===== config.mk =====
export PLATFORM = sky130hd
export DESIGN_NAME = id_ex_stage
export DESIGN_NICKNAME = d
export VERILOG_FILES = /design/src/rtl/id_ex_stage.sv
export SDC_FILE = /design/constraint.sdc
export NUM_CORES = 1
export LEC_CHECK = 0
export CAP_MARGIN = 20
export CORE_MARGIN = 3
export CORE_UTILIZATION = 38
export CTS_BUF_LIST = sky130_fd_sc_hd__clkbuf_4 sky130_fd_sc_hd__clkbuf_8
export DETAILED_ROUTE_END_ITERATION = 8
export PLACE_DENSITY_LB_ADDON = 0.15
export SKIP_CTS_REPAIR_TIMING = 1
export SYNTH_ARGS = -nofsm -noshare
export SYNTH_HDL_FRONTEND = slang
export SYNTH_SLANG_ARGS = --single-unit

===== constraint.sdc =====
create_clock -name clk -period 2.25 [get_ports clk]
set_clock_uncertainty 0.05 [all_clocks]
set_input_delay 0.3375 -clock clk [delete_from_list [all_inputs] [get_ports clk]]
set_output_delay 0.3375 -clock clk [all_outputs]
set_load 0.02 [all_outputs]

===== src/rtl/id_ex_stage.sv =====
// ID/EX pipeline register for the RV32I execute stage: operand latching,
// MEM/WB forwarding, ALU source muxing and load-use bubble insertion.
module id_ex_stage #(
  parameter int unsigned XLEN = 32,
  parameter int unsigned RA_W = 5
) (
  input  logic            clk,
  input  logic            rst,
  input  logic            stall,
  input  logic            flush,
  input  logic            id_valid,
  input  logic [XLEN-1:0] id_pc,
  input  logic [XLEN-1:0] id_rs1_data,
  input  logic [XLEN-1:0] id_rs2_data,
  input  logic [XLEN-1:0] id_imm,
  input  logic [RA_W-1:0] id_rs1_addr,
  input  logic [RA_W-1:0] id_rs2_addr,
  input  logic [RA_W-1:0] id_rd_addr,
  input  logic [3:0]      id_alu_ctrl,
  input  logic [1:0]      id_src_sel,
  input  logic [2:0]      id_ctrl,
  input  logic            mem_reg_write,
  input  logic [RA_W-1:0] mem_rd_addr,
  input  logic [XLEN-1:0] mem_result,
  input  logic            wb_reg_write,
  input  logic [RA_W-1:0] wb_rd_addr,
  input  logic [XLEN-1:0] wb_result,
  output logic            load_use_stall,
  output logic            ex_valid,
  output logic [XLEN-1:0] ex_srcA,
  output logic [XLEN-1:0] ex_srcB,
  output logic [3:0]      ex_alu_ctrl,
  output logic [XLEN-1:0] ex_store_data,
  output logic [RA_W-1:0] ex_rd_addr,
  output logic [2:0]      ex_ctrl
);

  logic            r_valid;
  logic [XLEN-1:0] r_pc;
  logic [XLEN-1:0] r_rs1_data;
  logic [XLEN-1:0] r_rs2_data;
  logic [XLEN-1:0] r_imm;
  logic [RA_W-1:0] r_rs1_addr;
  logic [RA_W-1:0] r_rs2_addr;
  logic [RA_W-1:0] r_rd_addr;
  logic [3:0]      r_alu_ctrl;
  logic [1:0]      r_src_sel;
  logic [2:0]      r_ctrl;

  logic            w_load_use;
  logic [XLEN-1:0] w_fwd_rs1;
  logic [XLEN-1:0] w_fwd_rs2;

  // r_ctrl[1] is mem_read: a load in EX whose rd is needed by ID.
  always_comb begin
    w_load_use = r_valid && r_ctrl[1] && (r_rd_addr != '0) && id_valid &&
                 ((id_rs1_addr == r_rd_addr) || (id_rs2_addr == r_rd_addr));
  end

  always_ff @(posedge clk) begin
    if (rst || flush || (!stall && w_load_use)) begin
      r_valid    <= 1'b0;
      r_pc       <= '0;
      r_rs1_data <= '0;
      r_rs2_data <= '0;
      r_imm      <= '0;
      r_rs1_addr <= '0;
      r_rs2_addr <= '0;
      r_rd_addr  <= '0;
      r_alu_ctrl <= '0;
      r_src_sel  <= '0;
      r_ctrl     <= '0;
    end else if (!stall) begin
      r_valid    <= id_valid;
      r_pc       <= id_pc;
      r_rs1_data <= id_rs1_data;
      r_rs2_data <= id_rs2_data;
      r_imm      <= id_imm;
      r_rs1_addr <= id_rs1_addr;
      r_rs2_addr <= id_rs2_addr;
      r_rd_addr  <= id_rd_addr;
      r_alu_ctrl <= id_alu_ctrl;
      r_src_sel  <= id_src_sel;
      r_ctrl     <= id_ctrl;
    end
  end

  // MEM is younger than WB, so it wins; x0 is hardwired and never forwarded.
  always_comb begin
    w_fwd_rs1 = r_rs1_data;
    if (mem_reg_write && (mem_rd_addr == r_rs1_addr) && (r_rs1_addr != '0))
      w_fwd_rs1 = mem_result;
    else if (wb_reg_write && (wb_rd_addr == r_rs1_addr) && (r_rs1_addr != '0))
      w_fwd_rs1 = wb_result;

    w_fwd_rs2 = r_rs2_data;
    if (mem_reg_write && (mem_rd_addr == r_rs2_addr) && (r_rs2_addr != '0))
      w_fwd_rs2 = mem_result;
    else if (wb_reg_write && (wb_rd_addr == r_rs2_addr) && (r_rs2_addr != '0))
      w_fwd_rs2 = wb_result;
  end

  assign load_use_stall = w_load_use;
  assign ex_valid       = r_valid;
  assign ex_srcA        = r_src_sel[1] ? r_pc  : w_fwd_rs1;
  assign ex_srcB        = r_src_sel[0] ? r_imm : w_fwd_rs2;
  assign ex_store_data  = w_fwd_rs2;
  assign ex_alu_ctrl    = r_alu_ctrl;
  assign ex_rd_addr     = r_rd_addr;
  assign ex_ctrl        = r_ctrl;

endmodule


* After elaboration in Yosys (flattened, before gate mapping)
Cells that the tools add are included.
Cells by class: eq/ne operators 6, muxes and demuxes 6, reduce and logical (&&, ||, !) cells 20
Operator list (count):
- 32-bit 2-to-1 mux | 6
- 5-bit equality test | 6
- 5-bit nonzero test | 3
- 1-bit logical AND | 13
- 1-bit logical OR | 3
- 1-bit logical NOT | 1
Storage, ports and cells: register bits 153, bits of input ports 233, output and inout port bits 110, word-level logic and storage cells 43

* Longest topological paths before layout
Gate-level depths: netlist of the first run.
depth in word-level cells 6, mapped depth 7, depth with buffers taken out 5

* Least setup slack after synthesis of the first run
OpenSTA, ideal clock, no wires.
path kind register to output, start point reg r_rs2_addr[4], end point out ex_srcB[21], data arrival time 2.143 ns, required time 1.862 ns, path slack -0.281 ns, cell stages (with the launch flop) 7, path buffers 1, cell sequence dfxtp_1 -> or4_1 -> a21bo_1 -> nand4_1 -> buf_2 -> a221oi_1 -> o31ai_1
Between the ends: cells in the longest elaborated chain, start to end 6, elaborated cells on any way between the ends 10, classes of those cells eq/ne (2); mux (3); reduce/logical (5)
Ends and longest elaborated chain:
- start, declared | line 44 | logic [RA_W-1:0] r_rs2_addr;
- start signal, assigned | line 80 | r_rs2_addr <= id_rs2_addr;
- 5-bit equality test | line 99 | else if (wb_reg_write && (wb_rd_addr == r_rs2_addr) && (r_rs2_addr != '0))
- 1-bit logical AND (2 in a row) | line 99
- 32-bit 2-to-1 mux | line 99
- 32-bit 2-to-1 mux (*) | line 97 | if (mem_reg_write && (mem_rd_addr == r_rs2_addr) && (r_rs2_addr != '0))
- 32-bit 2-to-1 mux (*) | line 106 | assign ex_srcB = r_src_sel[0] ? r_imm : w_fwd_rs2;
- end, declared | line 31 | output logic [XLEN-1:0] ex_srcB,
Every way passes the cells marked *; elsewhere a longest branch is shown, timed or not.

* Final worst setup path of the first run
start point reg r_rs2_addr[3], end point out ex_srcB[10]
The elaborated chain is that of the path after synthesis.

==> reports/results.ini, run 1 <==
[hold_path]
whs_path_depth = 2
hp-class = input port to flop

[final_layout]
syn2layout_area_growth_pct = 83.9
layout_commonest_cell = clkdlybuf4s50_1
fillers = 1346
drive_gt1_share_pct = 32.8
layout_common_cells = 245 x clkdlybuf4s50_1, 153 x a22o_1, 142 x dfxtp_1
multi_input_area_um2 = 4300
design_area_um2 = 13300
diodes = 0
utilization_pct = 72.6
fin_cells = 1441
layout.nets = 1432
seqCellArea_um2 = 3080

[yosys]
yosysWarnings = 0
synth_seq_area_share_pct = 42.5
synth_ff_type = dfxtp_1
syn_inst = 759
yosys-top-cells-area = dfxtp_1 42%, a22o_1 19%, mux2i_1 5.1%, a222oi_1 4.4%, inv_1 3.6%
synth_top_area_share_pct = 42.5
synth_seq_cells = 153
yosysUniqueCellTypes = 32
synthesis.area_um2 = 7210
synth_edf_count = 0
syn_avg_cell_area_um2 = 9.50
synthArstFlopShare_pct = 0
synth_nets = 992
synth_top_cell_by_area = dfxtp_1

[detailed_routing]
drcViolationCount = 0
drt_wl_total_mm = 31.9
routedWlPerCell_um = 22.1
drt_iter0_drc = 644
via_per_inst = 5.62
vias = 8097
drtPass1Iterations = 8
final_antenna_net_count = 0

[critical_path]
cp.arrival_ns = 2.65
start_kind = flop
required_ns = 1.86
path_max_fanout = 8
reg2reg_depth = 7
cp-end-kind = output pin
critPathKind = flop to output pin

[sta]
final_max_slew_viol_count = 0
tns_ns = -65.57
fin_ws_ns = -0.788
rsz0062_at_grt = true
max_freq_mhz = 329
slew-limit-headroom_pct = 74.7
period_share_pct = 135
finalSetupViolations = 96
tightest_slew_ns = 0.378
post-route-min-period_ns = 3.04
hold_viol = 0

[placed_design]
place_area_um2 = 12100
port_buffers = 342
hpwl_mm = 22.0
dp.cells = 1366
place_ws_ns = -1.02
gp_congestion = 0.839

[job]
max_cap_viol_count = 0

[grt]
grt_pass1_vias = 7922
grt_first_pass_wirelength_mm = 43.9
grt_start_max_net_pins = 46
antenna_found_initial = 1
grt-ovfl-total = 0
grt_usage_pct = 27.4

[floorplan]
num_rows = 49
die-area_um2 = 20700
ios = 343
start_util_pct = 39.5
core-area_um2 = 18300
floorplan.die.width_um = 144
die-height_um = 144

[pwr]
leakage_nw = 5.68
power_density_nw_per_um2 = 493
ir_drop_uv = 337

[clock_tree]
numCtsBuffers = 17
clockBufferDepth = 2
insertion_delay_ns = 0.45
htree_levels = 4
cts_tree = done
clk_pin_slew_ns = 0.09
root_buffer = clkbuf_8
clock_sinks = 153

[outcome]
violations = negative setup slack
status = finished with violations

## metrics by stage
step                hold slack (ns)  power (W)
floorplan                     0.391    0.00344
global placement              0.404    0.00431
detailed placement            0.405    0.00432
CTS                           0.392    0.00652
global route                  0.388    0.00678
finish                        0.422    0.00653
## state kept, by name, summed over array words and instances (netlist names)
register / count
r_imm: 32
r_pc: 32
r_rs1_data: 32
r_rs2_data: 32
ex_rd_addr: 5
r_rs1_addr: 5
r_rs2_addr: 5
ex_alu_ctrl: 4
ex_ctrl: 3
r_src_sel: 2
ex_valid: 1
## worst max-delay path, stage by stage, from the launching register on
cell	delay [ns]
dfxtp_2	0.33
or4_4	0.54
o211ai_1	0.23
buf_4	0.17
nor2_4	0.05
buf_8	0.16
buf_12	0.14
a221oi_4	0.21
buf_4	0.17
o31ai_4	0.06
buf_6	0.14
## report_power, final
part	switching, W	internal [W]	total [W]
Sequential	0.0000665	0.00280	0.00286
Combinational	0.000611	0.000832	0.00144
Clock	0.00108	0.00115	0.00222
Total	0.00176	0.00478	0.00653
## cell type report
cell class                      instances  area share (%)
Clock inverter                         11            1.12
Inverter                               69            1.95
Clock buffer                           21            1.99
Multi-Input combinational cell        467            32.5
Sequential cell                       153            23.2
Tap cell                              229            2.16
Timing Repair Buffer                  491            37.1
## path summary, 6_finish.rpt
path                                   start                     to  slack, ns
hold reg to reg        r_pc[27]$_SDFFE_PP0N_  r_pc[27]$_SDFFE_PP0N_       0.43
hold / removal                     id_pc[28]  r_pc[28]$_SDFFE_PP0N_       0.42
setup / recovery  r_rs2_addr[3]$_SDFFE_PP0N_            ex_srcB[10]      -0.79
setup reg to reg  ex_rd_addr[4]$_SDFFE_PP0N_  r_pc[21]$_SDFFE_PP0N_       0.32
## synthesized netlist by cell type, drive strengths merged (2+ instances only)
cell and number:
and2 2, a222oi 32, dfxtp 153, a21oi 6, or4 2, buf 22
clkbuf 49, a221oi 32, nand2 31, a22o 153, inv 69, xor2 5
nand4 4, nor3 8, nor2 65, nand3 3, mux2i 37, xnor2 24
and3 27, o31ai 27
## layer usage
layer	global-route usage (%)	wire length, um
met5	0	13
met4	11.2	907
met3	6.92	2620
met2	45.5	15300
met1	34.1	13100
## cell families after synthesis
kind of cell | after synthesis | share of synthesized area, %
AND/OR/NAND/NOR | 146 | 9.27
flip-flops | 153 | 42.5
buffers and inverters | 140 | 7.86
AO/OA/AOI/OAI | 254 | 31.7
XOR/XNOR | 29 | 3.52
multiplexers | 37 | 5.14
(Power assumes the default switching activity.)
==> run 2, diff against run 1 <==
CORE_UTILIZATION = 42   (was 38)
clock period = 3.4 ns   (was 2.25 ns; I/O delays follow)
==> reports/results.ini, run 2 (synthesis gave the netlist of run 1 again) <==
[floorplan]
start_util_pct = 43.2  ; was 39.5%
core-area_um2 = 16700  ; was 18300 um2
floorplan.die.width_um = 137  ; was 144 um
ios = 343  ; unchanged
die-height_um = 137  ; was 144 um
die-area_um2 = 18800  ; was 20700 um2
num_rows = 47  ; was 49

[sta]
period_share_pct = 103
fin_ws_ns = -0.0893  ; was -0.788 ns
final_max_slew_viol_count = 0  ; unchanged
tightest_slew_ns = 0.651  ; was 0.378 ns
hold_viol = 0  ; unchanged
post-route-min-period_ns = 3.49
max_freq_mhz = 287
fin_hold_ws_ns = 0.430  ; was 0.422 ns
rsz0062_at_grt = true  ; unchanged
finalSetupViolations = 1  ; was 96
slew-limit-headroom_pct = 56.6  ; was 74.7%

[pwr]
ir_drop_uv = 349  ; was 337 uV
p_total_w = 0.00415  ; was 0.00653 W
leakage_nw = 5.82  ; was 5.68 nW
power_density_nw_per_um2 = 355  ; was 493 nW/um2

[clock_tree]
htree_levels = 4  ; unchanged
clk_pin_slew_ns = 0.09  ; about the same
clock_sinks = 153  ; unchanged
numCtsBuffers = 17  ; unchanged
insertion_delay_ns = 0.45  ; about the same
clockBufferDepth = 2  ; unchanged
cts_tree = done  ; unchanged
root_buffer = clkbuf_8  ; unchanged

[critical_path]
critPathKind = flop to output pin  ; unchanged
start_kind = flop  ; unchanged
reg2reg_to = r_imm[18]$_SDFFE_PP0N_  ; was r_pc[21]$_SDFFE_PP0N_
path_max_fanout = 15  ; was 8
required_ns = 2.84  ; was 1.86 ns
cp.arrival_ns = 2.93  ; was 2.65 ns
reg2reg_depth = 6  ; was 7
r2r-start = ex_rd_addr[2]$_SDFFE_PP0N_  ; was ex_rd_addr[4]$_SDFFE_PP0N_
cp-end-kind = output pin  ; unchanged
worst-r2r-setup-slack_ns = 1.41  ; was 0.32 ns

[final_layout]
layout.nets = 1326  ; was 1432
diodes = 0  ; unchanged
fillers = 1351  ; was 1346
utilization_pct = 70.0  ; was 72.6%
syn2layout_area_growth_pct = 62.2  ; was 83.9%
layout_commonest_cell = clkdlybuf4s50_1  ; unchanged
drive_gt1_share_pct = 12.0  ; was 32.8%
layout_common_cells = 247 x clkdlybuf4s50_1, 153 x a22o_1, 151 x dfxtp_1  ; was 245 x clkdlybuf4s50_1, 153 x a22o_1, 142 x dfxtp_1

[detailed_routing]
routedWlPerCell_um = 21.4  ; was 22.1 um
drcViolationCount = 0  ; unchanged
via_per_inst = 5.67  ; was 5.62
drt_iter0_drc = 625  ; was 644
drtPass1Iterations = 8  ; unchanged
vias = 7523  ; was 8097
final_antenna_net_count = 0  ; unchanged
drt_wl_total_mm = 28.4  ; was 31.9 mm

[grt]
grt_first_pass_wirelength_mm = 40.6  ; was 43.9 mm
grt-ovfl-total = 0  ; unchanged
antenna_found_initial = 1  ; unchanged
grt_usage_pct = 28.0  ; was 27.4%
grt_start_max_net_pins = 130  ; was 46
grt_pass1_vias = 7222  ; was 7922

[placed_design]
hpwl_mm = 20.1  ; was 22.0 mm
place_ws_ns = -0.191  ; was -1.02 ns
port_buffers = 342  ; unchanged
gp_congestion = 0.886  ; was 0.839

[outcome]
status = finished with violations  ; unchanged
violations = negative setup slack  ; unchanged

[hold_path]
min-delay-start = ex_ctrl[2]$_SDFFE_PP0N_  ; was id_pc[28]
holdPathEnd = ex_ctrl[2]$_SDFFE_PP0N_  ; was r_pc[28]$_SDFFE_PP0N_
whs_path_depth = 1  ; was 2
hp-class = flop to flop  ; was input port to flop

[job]
max_cap_viol_count = 0  ; unchanged

## run 2: where the power goes
part	total, W	switching, W	internal [W]
logic	0.000819	0.000351	0.000468
registers	0.00190	0.0000453	0.00185
clock network	0.00144	0.000743	0.000697
## run 2: final cells by class
cell class / count / area [um2] / area share (%)
flip-flops and latches: 153 / 3070 / 26.2
well taps: 220 / 275 / 2.35
inverters: 69 / 259 / 2.21
repair buffers: 385 / 3980 / 34.1
clock buffers: 20 / 263 / 2.25
clock inverters: 12 / 141 / 1.21
multi-input cells: 467 / 3710 / 31.7
## run 2: how the worst max path moves through the flow
stage,endpoint,depth (start not counted),slack (ns),start
CTS,ex_srcA[10],7,-0.57,r_rs1_addr[0]$_SDFFE_PP0N_
global placement,ex_srcA[22],8,-0.16,wb_rd_addr[4]
finish,ex_store_data[3],7,-0.09,r_rs2_addr[0]$_SDFFE_PP0N_
detailed placement,ex_srcA[22],9,-0.19,wb_rd_addr[3]
floorplan,ex_srcB[21],6,0.70,r_rs2_addr[4]$_SDFFE_PP0N_
global route,ex_store_data[3],7,-0.23,r_rs2_addr[0]$_SDFFE_PP0N_
## run 2: through the flow
step           cells  setup TNS (ns)  area (um2)
6_report        1326         -0.0893       11700
5_1_grt         1326          -0.225       11700
4_1_cts         1323          -31.05       11500
3_5_place_dp    1291           -5.75       11100
3_3_place_gp    1291           -4.67       11100
2_1_floorplan    759               0        7210
## run 2: worst max-delay path: stages (launching register included)
cell and delay, ns:
dfxtp_1 0.37, or4_1 0.55, a21bo_1 0.20, nand4_1 0.14
buf_6 0.24, mux2i_1 0.30, a21oi_1 0.11, clkdlybuf4s50_1 0.55
## run 2: per-layer routing
layer	global-route usage, %	part of all wire [%]	routed length (um)	vias to the layer above
li1	-	-	-	3526
met1	35.2	41	11600	3627
met2	46.8	48	13600	323
met3	7.43	8.9	2530	45
met4	8.76	2.4	671	2
met5	0	0.046	13	-
==> run 3, diff against run 2 <==
CELL_PAD_IN_SITES_DETAIL_PLACEMENT = 0   (was unset)
CELL_PAD_IN_SITES_GLOBAL_PLACEMENT = 1   (was unset)
CORE_UTILIZATION = 31   (was 42)
==> reports/results.ini, run 3 (synthesis gave the netlist of run 1 again) <==
[outcome]
status = completed  ; was finished with violations

[critical_path]
required_ns = 2.84  ; about the same
cp.arrival_ns = 2.74  ; was 2.93 ns
path_delay_family = simple AND/OR/NAND/NOR gates  ; was buffers and inverters
crit_path_start = r_rs1_addr[2]$_SDFFE_PP0N_  ; was r_rs2_addr[0]$_SDFFE_PP0N_
path_max_fanout = 20  ; was 15
r2r-start = ex_rd_addr[3]$_SDFFE_PP0N_  ; was ex_rd_addr[2]$_SDFFE_PP0N_
slowest_stage = or4_1  ; unchanged
critPathKind = flop to output pin  ; unchanged
start_kind = flop  ; unchanged
path_buf_inv = 3  ; was 2
cp_slowest_stage_delay_ns = 0.50  ; was 0.55 ns
cp-end-kind = output pin  ; unchanged
path_cells = or4_1, nor2_2, nor4_1, buf_4, nor2b_4, buf_12, a222oi_1, dlymetal6s2s_1  ; was or4_1, a21bo_1, nand4_1, buf_6, mux2i_1, a21oi_1, clkdlybuf4s50_1

[detailed_routing]
drt_iter0_drc = 533  ; was 625
drcViolationCount = 0  ; unchanged
routedWlPerCell_um = 21.6  ; was 21.4 um
drt_wl_total_mm = 30.7  ; was 28.4 mm
via_per_inst = 5.20  ; was 5.67
drtPass1Iterations = 8  ; unchanged
final_antenna_net_count = 0  ; unchanged
vias = 7407  ; was 7523

[sta]
finalSetupViolations = 0  ; was 1
max_freq_mhz = 303  ; was 287 MHz
final_max_slew_viol_count = 0  ; unchanged
post-route-min-period_ns = 3.30  ; was 3.49 ns
period_share_pct = 97.0  ; was 103%
slew-limit-headroom_pct = 59.0  ; was 56.6%
tightest_slew_ns = 0.613  ; was 0.651 ns
fin_ws_ns = 0.103  ; was -0.0893 ns
rsz0062_at_grt = true  ; unchanged
hold_viol = 0  ; unchanged
fin_hold_ws_ns = 0.427  ; was 0.430 ns

[floorplan]
core-area_um2 = 22800  ; was 16700 um2
num_rows = 55  ; was 47
start_util_pct = 31.7  ; was 43.2%
ios = 343  ; unchanged
die-height_um = 159  ; was 137 um
die-area_um2 = 25100  ; was 18800 um2
floorplan.die.width_um = 159  ; was 137 um

[pwr]
p_seq_share_pct = 46.7  ; was 45.6%
clkPwrFrac_pct = 32.8  ; was 34.6%
p_sw_share_pct = 29.6  ; was 27.4%
p_sw_w = 0.00120  ; was 0.00114 W
leakage_nw = 5.84  ; was 5.82 nW
ir_drop_uv = 189  ; was 349 uV
p_comb_share_pct = 20.5  ; was 19.7%
power_density_nw_per_um2 = 343  ; was 355 nW/um2
cell_internal_pwr_w = 0.00286  ; was 0.00302 W

[hold_path]
min-delay-start = r_rs2_data[19]$_SDFFE_PP0N_  ; was ex_ctrl[2]$_SDFFE_PP0N_
hp-class = flop to flop  ; unchanged

[final_layout]
multi_input_area_um2 = 3730  ; was 3710 um2
utilization_pct = 52.1  ; was 70.0%
fillers = 2162  ; was 1351
layout_common_cells = 246 x clkdlybuf4s50_1, 153 x a22o_1, 151 x dfxtp_1  ; was 247 x clkdlybuf4s50_1, 153 x a22o_1, 151 x dfxtp_1
layout_commonest_cell = clkdlybuf4s50_1  ; unchanged
drive_gt1_share_pct = 12.5  ; was 12.0%
design_area_um2 = 11900  ; was 11700 um2
seqCellArea_um2 = 3070  ; unchanged
syn2layout_area_growth_pct = 64.5  ; was 62.2%
fin_cells = 1424  ; was 1326
layout.nets = 1330  ; was 1326

[clock_tree]
htree_levels = 4  ; unchanged
root_buffer = clkbuf_8  ; unchanged
cts_tree = done  ; unchanged
insertion_delay_ns = 0.46  ; was 0.45 ns
clk_pin_slew_ns = 0.09  ; about the same
numCtsBuffers = 17  ; unchanged
clockBufferDepth = 2  ; unchanged
clock_sinks = 153  ; unchanged

[grt]
grt_usage_pct = 23.2  ; was 28.0%
antenna_found_initial = 2  ; was 1
grt_first_pass_wirelength_mm = 44.4  ; was 40.6 mm
grt_pass1_vias = 7526  ; was 7222
grt_start_max_net_pins = 71  ; was 130
grt-ovfl-total = 0  ; unchanged

[placed_design]
dp.cells = 1384  ; was 1291
gp_congestion = 0.819  ; was 0.886
place_ws_ns = -0.158  ; was -0.191 ns
place_area_um2 = 11200  ; was 11100 um2
hpwl_mm = 21.8  ; was 20.1 mm
port_buffers = 342  ; unchanged

[job]
max_cap_viol_count = 0  ; unchanged

==> run 3: cell count changes in the layout (fill, tap and decap cells not counted), moves of 2 or more <==
cell	change
a221oi_1	+2
a221oi_2	-4
a221oi_4	+2
buf_12	+3
buf_2	-2
buf_4	+3
bufinv_16	-2
clkinv_2	+2
clkinvlp_4	-2
inv_8	+2
==> run 3: layer usage <==
| layer | global-route usage (%) | part of all wire [%] | vias up |
|---|---|---|---|
| met5 | 0 | 0.11 | - |
| met4 | 5.74 | 1.6 | 4 |
| met3 | 7.39 | 8.4 | 36 |
| met2 | 38.8 | 48 | 304 |
| met1 | 29.2 | 42 | 3518 |
| li1 | - | - | 3545 |
==> run 3: cell type report <==
class,instances,share of cell area [%]
clock buffer,18,2.04
sequential,153,25.8
timing repair buffer,389,34.2
clock inverter,14,0.981
inverter,69,2.18
multi-input combinational,467,31.4
tap,313,3.30
antenna,1,0.0211
==> run 3: path summary, 6_finish.rpt <==
kind | end | cells past startpoint | slack (ns)
max | ex_srcA[26] | 8 | 0.10
min | r_rs2_data[19]$_SDFFE_PP0N_ | 1 | 0.43
max reg2reg | r_pc[30]$_SDFFE_PP0N_ | 6 | 1.33
min reg2reg | r_rs2_data[19]$_SDFFE_PP0N_ | 1 | 0.43
==> run 3: per-stage QoR <==
step                      total power [W]  setup TNS, ns
final                             0.00406              0
after global routing              0.00422        -0.0260
after CTS                         0.00411         -34.90
after detailed placement          0.00278          -6.62
after global placement            0.00278          -7.18
after floorplan                   0.00225              0
==> run 3: worst reg2reg max path, delay by kind of cell, from the launching register on <==
kind / cells / cell delay (ns)
simple gates: 1 / 0.09
flops: 1 / 0.47
buf+inv: 1 / 0.33
xor+xnor: 1 / 0.12
compound gates: 3 / 0.95
==> run 3: power groups by stage <==
stage	Clock (W)	Combinational (W)	Sequential [W]
floorplan	0	0.000319	0.00193
global placement	0	0.000842	0.00194
detailed placement	0	0.000844	0.00194
CTS	0.00137	0.000849	0.00189
global route	0.00142	0.000888	0.00190
finish	0.00133	0.000834	0.00190
